$ cat src/rtl/xprog_loader_if.sv
// Byte stream in, program-memory write port out.
// Host side drives bytes; loader side answers and writes words.
interface xprog_loader_if #(
  parameter int INSTR_W     = 32,
  parameter int PROG_ADDR_W = 10
) ();
  logic [7:0]             in_data;
  logic                   in_valid;
  logic                   in_ready;
  logic                   prog_we;
  logic [PROG_ADDR_W-1:0] prog_addr;
  logic [INSTR_W-1:0]     prog_wdata;

  modport master (
    output in_data, in_valid,
    input  in_ready, prog_we, prog_addr, prog_wdata
  );

  modport slave (
    input  in_data, in_valid,
    output in_ready, prog_we, prog_addr, prog_wdata
  );
endinterface

$ cat src/rtl/xprog_loader.sv
// Boot loader: framed byte stream -> program RAM words with XOR check.
// Holds the controller in reset until a frame loads cleanly.
module xprog_loader #(
  parameter int INSTR_W     = 32,
  parameter int PROG_ADDR_W = 10,
  parameter int LOAD_BASE   = 0
) (
  input  logic          clk,
  input  logic          rst,
  input  logic          reload,
  xprog_loader_if.slave bus,
  output logic          cpu_rst,
  output logic          done,
  output logic          err
);
  localparam int BPW = INSTR_W / 8;
  localparam int DEPTH = 1 << PROG_ADDR_W;
  localparam logic [16:0] MAX_N = 17'(DEPTH - LOAD_BASE);

  typedef enum logic [2:0] {
    S_LEN_HI, S_LEN_LO, S_DATA, S_CSUM, S_DONE, S_ERR
  } state_t;

  state_t state, state_nx;

  logic [7:0]         len_hi;
  logic [15:0]        n;
  logic [15:0]        idx;
  logic [7:0]         byte_cnt;
  logic [INSTR_W-1:0] word;
  logic [7:0]         csum;

  logic               acc;
  logic [16:0]        n_rx;
  logic               last_byte;
  logic               last_word;
  logic [INSTR_W-1:0] word_nx;

  assign acc       = bus.in_valid & bus.in_ready;
  assign n_rx      = {1'b0, len_hi, bus.in_data};
  assign last_byte = byte_cnt == 8'(BPW - 1);
  assign last_word = idx == n - 16'd1;
  assign word_nx   = (word << 8) | INSTR_W'(bus.in_data);

  assign bus.in_ready = state inside {S_LEN_HI, S_LEN_LO, S_DATA, S_CSUM};
  assign cpu_rst      = state != S_DONE;
  assign done         = state == S_DONE;
  assign err          = state == S_ERR;

  always_ff @(posedge clk or negedge rst) begin
    if (!rst) state <= S_LEN_HI;
    else      state <= state_nx;
  end

  always_comb begin
    state_nx = state;
    unique case (state)
      S_LEN_HI: if (acc) state_nx = S_LEN_LO;
      S_LEN_LO:
        if (acc) begin
          if (n_rx > MAX_N)       state_nx = S_ERR;
          else if (n_rx == 17'd0) state_nx = S_CSUM;
          else                    state_nx = S_DATA;
        end
      S_DATA:
        if (acc && last_byte && last_word) state_nx = S_CSUM;
      S_CSUM:
        if (acc) state_nx = (bus.in_data == csum) ? S_DONE : S_ERR;
      S_DONE:   if (reload) state_nx = S_LEN_HI;
      S_ERR:    if (reload) state_nx = S_LEN_HI;
      default:  state_nx = S_LEN_HI;
    endcase
  end

  // prog_* are registered so word k is written while word k+1 streams in
  always_ff @(posedge clk or negedge rst) begin
    if (!rst) begin
      len_hi         <= '0;
      n              <= '0;
      idx            <= '0;
      byte_cnt       <= '0;
      word           <= '0;
      csum           <= '0;
      bus.prog_we    <= 1'b0;
      bus.prog_addr  <= PROG_ADDR_W'(LOAD_BASE);
      bus.prog_wdata <= '0;
    end else begin
      bus.prog_we <= 1'b0;
      if (acc) begin
        unique case (state)
          S_LEN_HI: begin
            len_hi <= bus.in_data;
            csum   <= bus.in_data;
          end
          S_LEN_LO: begin
            n        <= n_rx[15:0];
            csum     <= csum ^ bus.in_data;
            idx      <= '0;
            byte_cnt <= '0;
            word     <= '0;
          end
          S_DATA: begin
            csum <= csum ^ bus.in_data;
            if (last_byte) begin
              byte_cnt       <= '0;
              word           <= '0;
              bus.prog_we    <= 1'b1;
              bus.prog_addr  <= PROG_ADDR_W'(LOAD_BASE)
                              + idx[PROG_ADDR_W-1:0];
              bus.prog_wdata <= word_nx;
              idx            <= idx + 16'd1;
            end else begin
              byte_cnt <= byte_cnt + 8'd1;
              word     <= word_nx;
            end
          end
          default: ;
        endcase
      end
    end
  end
endmodule

$ cat src/flat_wrapper.sv
// flat-port wrapper written by rule: the top's interface ports become plain ports
module xprog_loader_flat 
#(
  parameter int INSTR_W     = 32,
  parameter int PROG_ADDR_W = 10,
  parameter int LOAD_BASE   = 0
)
  (clk, rst, reload, cpu_rst, done, err, bus_in_data, bus_in_valid, bus_in_ready, bus_prog_we, bus_prog_addr, bus_prog_wdata);
  xprog_loader_if #(.INSTR_W(INSTR_W), .PROG_ADDR_W(PROG_ADDR_W)) bus_i ();
  input  logic clk;
  input  logic rst;
  input  logic reload;
  output logic cpu_rst;
  output logic done;
  output logic err;
  input wire logic [$bits(bus_i.in_data)-1:0] bus_in_data;
  input wire logic [$bits(bus_i.in_valid)-1:0] bus_in_valid;
  output wire logic [$bits(bus_i.in_ready)-1:0] bus_in_ready;
  output wire logic [$bits(bus_i.prog_we)-1:0] bus_prog_we;
  output wire logic [$bits(bus_i.prog_addr)-1:0] bus_prog_addr;
  output wire logic [$bits(bus_i.prog_wdata)-1:0] bus_prog_wdata;
  assign bus_i.in_data = bus_in_data;
  assign bus_i.in_valid = bus_in_valid;
  assign bus_in_ready = bus_i.in_ready;
  assign bus_prog_we = bus_i.prog_we;
  assign bus_prog_addr = bus_i.prog_addr;
  assign bus_prog_wdata = bus_i.prog_wdata;
  xprog_loader #(.INSTR_W(INSTR_W), .PROG_ADDR_W(PROG_ADDR_W), .LOAD_BASE(LOAD_BASE)) u_core (.clk(clk), .rst(rst), .reload(reload), .bus(bus_i), .cpu_rst(cpu_rst), .done(done), .err(err));
endmodule
$ cat config.mk
export PLATFORM = sky130hd
export DESIGN_NAME = xprog_loader_flat
export DESIGN_NICKNAME = d
export VERILOG_FILES = /design/src/rtl/xprog_loader_if.sv /design/src/rtl/xprog_loader.sv /design/src/flat_wrapper.sv
export SDC_FILE = /design/constraint.sdc
export NUM_CORES = 1
export LEC_CHECK = 0
export CORE_MARGIN = 2
export CORE_UTILIZATION = 45
export DETAILED_ROUTE_END_ITERATION = 10
export PLACE_DENSITY = 0.63
export SYNTH_ARGS = -nofsm -noshare
export SYNTH_HDL_FRONTEND = slang
export SYNTH_SLANG_ARGS = --single-unit
$ cat constraint.sdc
create_clock -name clk -period 4.2 [get_ports clk]
set_input_delay 0.63 -clock clk [delete_from_list [all_inputs] [get_ports clk]]
set_output_delay 0.63 -clock clk [all_outputs]
set_load 0.05 [all_outputs]
==> flow_results.org <==
** Clocking
- Setup Fix Bufs, Post-CTS :: 0
- Number of gates given a new drive strength after cts :: 0
- Quantity of hold-fixing buffers added after cts :: 0
- Number of buffers added by the clock tree synthesis step :: 17
- Clock Latency Late Sink :: 0.42 ns
- Clock tree root buffer cell :: sky130_fd_sc_hd__clkbuf_16
- After clock tree synthesis, the clock-pin slew on the worst setup and hold paths is ~0.060 ns.
- CTS H-tree lvls :: 4
- TritonCTS built the clock tree.
- Counting along the longest clock path gives a buffer depth of 2.
- CTS sink count :: 126

** GRT
- The initial antenna violation count was 0.
- The via count of the first global-routing pass is between 4000 and 5000.
- Total track usage :: 20.4%
- Global-route wire length before repair :: around 22000 um
- Largest net degree at the start of global routing :: 55
- Remaining global-route overflow :: 0

** Run status
- Outcome :: completed

** Synth
- The synthesized design contains 0 enable-type register cells.
- Among all flip-flop cells after synthesis, the most frequent one is sky130_fd_sc_hd__dfrtp_1.
- The synthesized netlist contains 53 unique library cells.
- Synthesis produced a netlist with a net count of between 600 and 700.
- Count of mapped cells out of synthesis :: about 600
- The synthesized design contains ~130 register bits.
- Sequential cell area fraction in the yosys report :: 54.2%
- Counting flops with an async set or reset pin after synthesis yields a share of 100%.
- In this run the mean area of a mapped cell was 9.43 sq um.
- During synthesis, Yosys emitted a total of 0 warnings.
- Netlist area before placement :: between 5000 and 6000 sq um

** Timing
- Static timing analysis puts the maximum clock frequency at roughly 0.34 GHz.
- Setup repair after global routing left no endpoint under its margin.
- Endpoints failing setup :: 0
- Aggregate negative setup slack :: 0 ns
- At the pin with the least slew margin, the transition time is about 0.79 ns.
- Min Tclk post-route :: 2.95 ns
- On the final layout, the worst clock skew is a little under 0.007 ns.
- Final count of pins violating max slew :: 0
- The tightest hold path in the finished design has a slack of between 0.2 and 0.3 ns.
- Headroom to the max-slew limit came out at a little under half.
- The hold violation count in the final report is 0.
- Final cycle utilization of the critical path :: between 70 and 80%

** Setup path
- By startpoint and endpoint, the worst setup path is classified as flop to flop.
- Required time reported for the critical path endpoint :: ~4.5 ns
- Crit. End Element :: flop
- Walking the worst path, the cells encountered are ha_1, nor3b_1, nand4_1, inv_2, nand2_1, xor2_1, nor2_1.
- Delay-heaviest family, CP :: simple AND/OR/NAND/NOR gates
- The worst setup path is launched from a flop.
- Slowest-stage cell, CP :: sky130_fd_sc_hd__inv_2
- Worst Path Buf+Inv :: 1
- Critical path peak fanout :: 45
- The largest single stage delay on the critical path is 0.80 ns.
- In this run the number of cells on the critical path is 7.
- Measured in cells, the most critical reg-to-reg path has a length of 7.
- Data arrival time of the critical path :: between 3 and 4 ns

** Job
- Max-cap violations in this run came to 0.

** Floorplan
- I/O pin total :: 59
- Measured along the y axis, the die boundary spans around 120 um.
- The floorplan has between 40 and 50 rows.
- Chip Width :: ~120 um
- Starting density of the core :: between 40 and 50%
- Area of the core :: about 13000 sq um
- The die covers 13900 sq um.

** Route
- In the final routed layout, each cell accounts on average for approximately 16 um.
- Total detailed-routing wirelength :: approximately 13000 um
- The count of nets left with antenna violations once routing finished came out at 0.
- The first detailed-routing pass took 4 iterations.
- Initial DRC Count :: 309
- Across all layers, the routed design uses around 4400 vias.
- In the routed layout, each cell is associated on average with a via count of about 5.2.
- Residual DRC :: 0

** Placement
- Routability-driven placement finished with a final weighted congestion of between 0.8 and 0.9.
- Detailed Place HPWL :: between 8000 and 9000 um
- Port Buf Inserts :: 58

** Pwr
- In this run the power density over the cells is 564 nW/um^2.
- Max rail drop VDD :: slightly below 0.0004 V
- For this design the static power due to leakage is roughly 0.0034 uW.

** Hold path
- The min-delay analysis places its worst path in the category input pin to async pin.

** Cells and area
- Growth of design area from synthesis to finish :: 22.3%
- Number of fill cells in the layout :: 1126
- In the final design database the tool counted 684 nets.
- The post-route netlist has ~8.1% of its cells at a drive strength greater than 1.
- Diode count :: 0
==> worst reg2reg max path: stages (launching register included) <==
cell	delay [ns]
sky130_fd_sc_hd__dfrtp_1	0.37
sky130_fd_sc_hd__ha_1	0.21
sky130_fd_sc_hd__nor3b_1	0.46
sky130_fd_sc_hd__nand4_1	0.61
sky130_fd_sc_hd__inv_2	0.81
sky130_fd_sc_hd__nand2_1	0.17
sky130_fd_sc_hd__xor2_1	0.15
sky130_fd_sc_hd__nor2_1	0.05
==> report_power, final <==
group,internal [uW],switching (uW),leakage (uW)
clock network,919,522,0.000276
registers,1390,222,0.00171
logic,384,575,0.00146
total,2690,1320,0.00345
==> cell usage in the layout, fill, tap and decap left out, drive strengths merged, types with 3 or more instances in the layout <==
master           n
a21oi            7
a22o            24
and3             5
buf              8
clkbuf          23
clkdlybuf4s50   57
clkinvlp         4
dfrtp          126
ha               3
inv              9
mux2i            4
nand2          227
nand2b           5
nand3           19
nand3b           3
nand4            8
nor2            29
nor2b            4
nor3             5
nor3b            3
nor4             8
o21ai           13
xnor2           22
xor2            32
==> Yosys cell counts, drive strengths merged, types with 2 or more instances <==
master | number | area share (%)
nand2 | 227 | 15
dfrtp | 126 | 54
xor2 | 32 | 4.8
nor2 | 29 | 1.9
a22o | 24 | 3.6
xnor2 | 22 | 3.3
clkbuf | 19 | 1.2
nand3 | 19 | 1.6
buf | 13 | 1.1
o21ai | 13 | 1.1
inv | 8 | 0.52
nand4 | 8 | 0.97
nor4 | 8 | 1.7
a21oi | 7 | 0.67
and3 | 5 | 0.54
nand2b | 5 | 0.54
nor3 | 5 | 0.52
mux2i | 4 | 0.69
nor2b | 4 | 0.43
ha | 3 | 0.65
nand3b | 3 | 0.39
nor3b | 3 | 0.47
a2111oi | 2 | 0.30
a211oi | 2 | 0.34
a41o | 2 | 0.34
nand4b | 2 | 0.30
o22ai | 2 | 0.22
or2 | 2 | 0.22
or3 | 2 | 0.22
or4 | 2 | 0.26
or4b | 2 | 0.41
==> per-layer routing <==
| layer | track usage, % | wire (um) | up-vias | share of wire [%] |
|---|---|---|---|---|
| met5 | 0 | 0 | - | 0 |
| met1 | 28.8 | 6460 | 2155 | 48 |
| met4 | 7.91 | 234 | 0 | 1.8 |
| met3 | 5.14 | 636 | 14 | 4.8 |
| met2 | 30.5 | 6000 | 101 | 45 |
| li1 | - | - | 2148 | - |
==> through the flow <==
stage / util (%) / setup slack, ns / power, uW / instances / cell area, sq um
finish: 56.4 / 1.25 / 4010 / 854 / 7110
detailed placement: 51.7 / 1.15 / 2580 / 822 / 6530
floorplan: - / 2.04 / 2320 / 617 / 5820
global route: 56.4 / 0.911 / 4240 / 854 / 7110
CTS: 56.4 / 1.31 / 4040 / 854 / 7110
global placement: 51.7 / 1.21 / 2560 / 822 / 6530
==> sequential cells by signal, summed over array words and instances, names as in the netlist <==
name,cells
u_core.bus.prog_addr,10
u_core.bus.prog_wdata,32
u_core.bus.prog_we,1
u_core.byte_cnt,8
u_core.csum,8
u_core.idx,16
u_core.len_hi,8
u_core.n,16
u_core.state,3
u_core.word,24
==> kinds of logic (layout without fill, tap and decap cells) <==
| group | count (synthesis) | count (layout) | synth area share, % |
|---|---|---|---|
| AOI/OAI and AO/OA | 58 | 58 | 7.55 |
| and+or+nand+nor | 331 | 331 | 25.7 |
| DFF | 126 | 126 | 54.2 |
| muxes | 5 | 5 | 0.882 |
| buffers and inverters | 40 | 105 | 2.86 |
| xor gates and xnor gates | 54 | 54 | 8.13 |
| adders and majority gates | 3 | 3 | 0.645 |
==> path summary, 6_finish.rpt <==
kind | start | to | slack, ns
worst max-delay path | u_core.byte_cnt[0] | u_core.idx[2] | 1.25
worst min-delay path | rst | u_core.len_hi[4] | 0.28
worst max register to register | u_core.byte_cnt[0] | u_core.idx[2] | 1.25
worst min register to register | u_core.bus.prog_addr[1] | u_core.bus.prog_addr[1] | 0.47
max in group asynchronous | rst | u_core.bus.prog_wdata[20] | 2.93
min in group clk | u_core.bus.prog_addr[1] | u_core.bus.prog_addr[1] | 0.47
==> final cells by class <==
class | count | area (sq um) | share of cell area (%)
Sequential cell | 126 | 3150 | 44.3
Clock inverter | 9 | 109 | 1.53
Tap cell | 172 | 215 | 3.03
Inverter | 8 | 30.0 | 0.422
Clock buffer | 23 | 478 | 6.72
Multi-Input combinational cell | 451 | 2500 | 35.1
Timing Repair Buffer | 65 | 631 | 8.87
No activity file was read; power rests on OpenSTA's default activity.
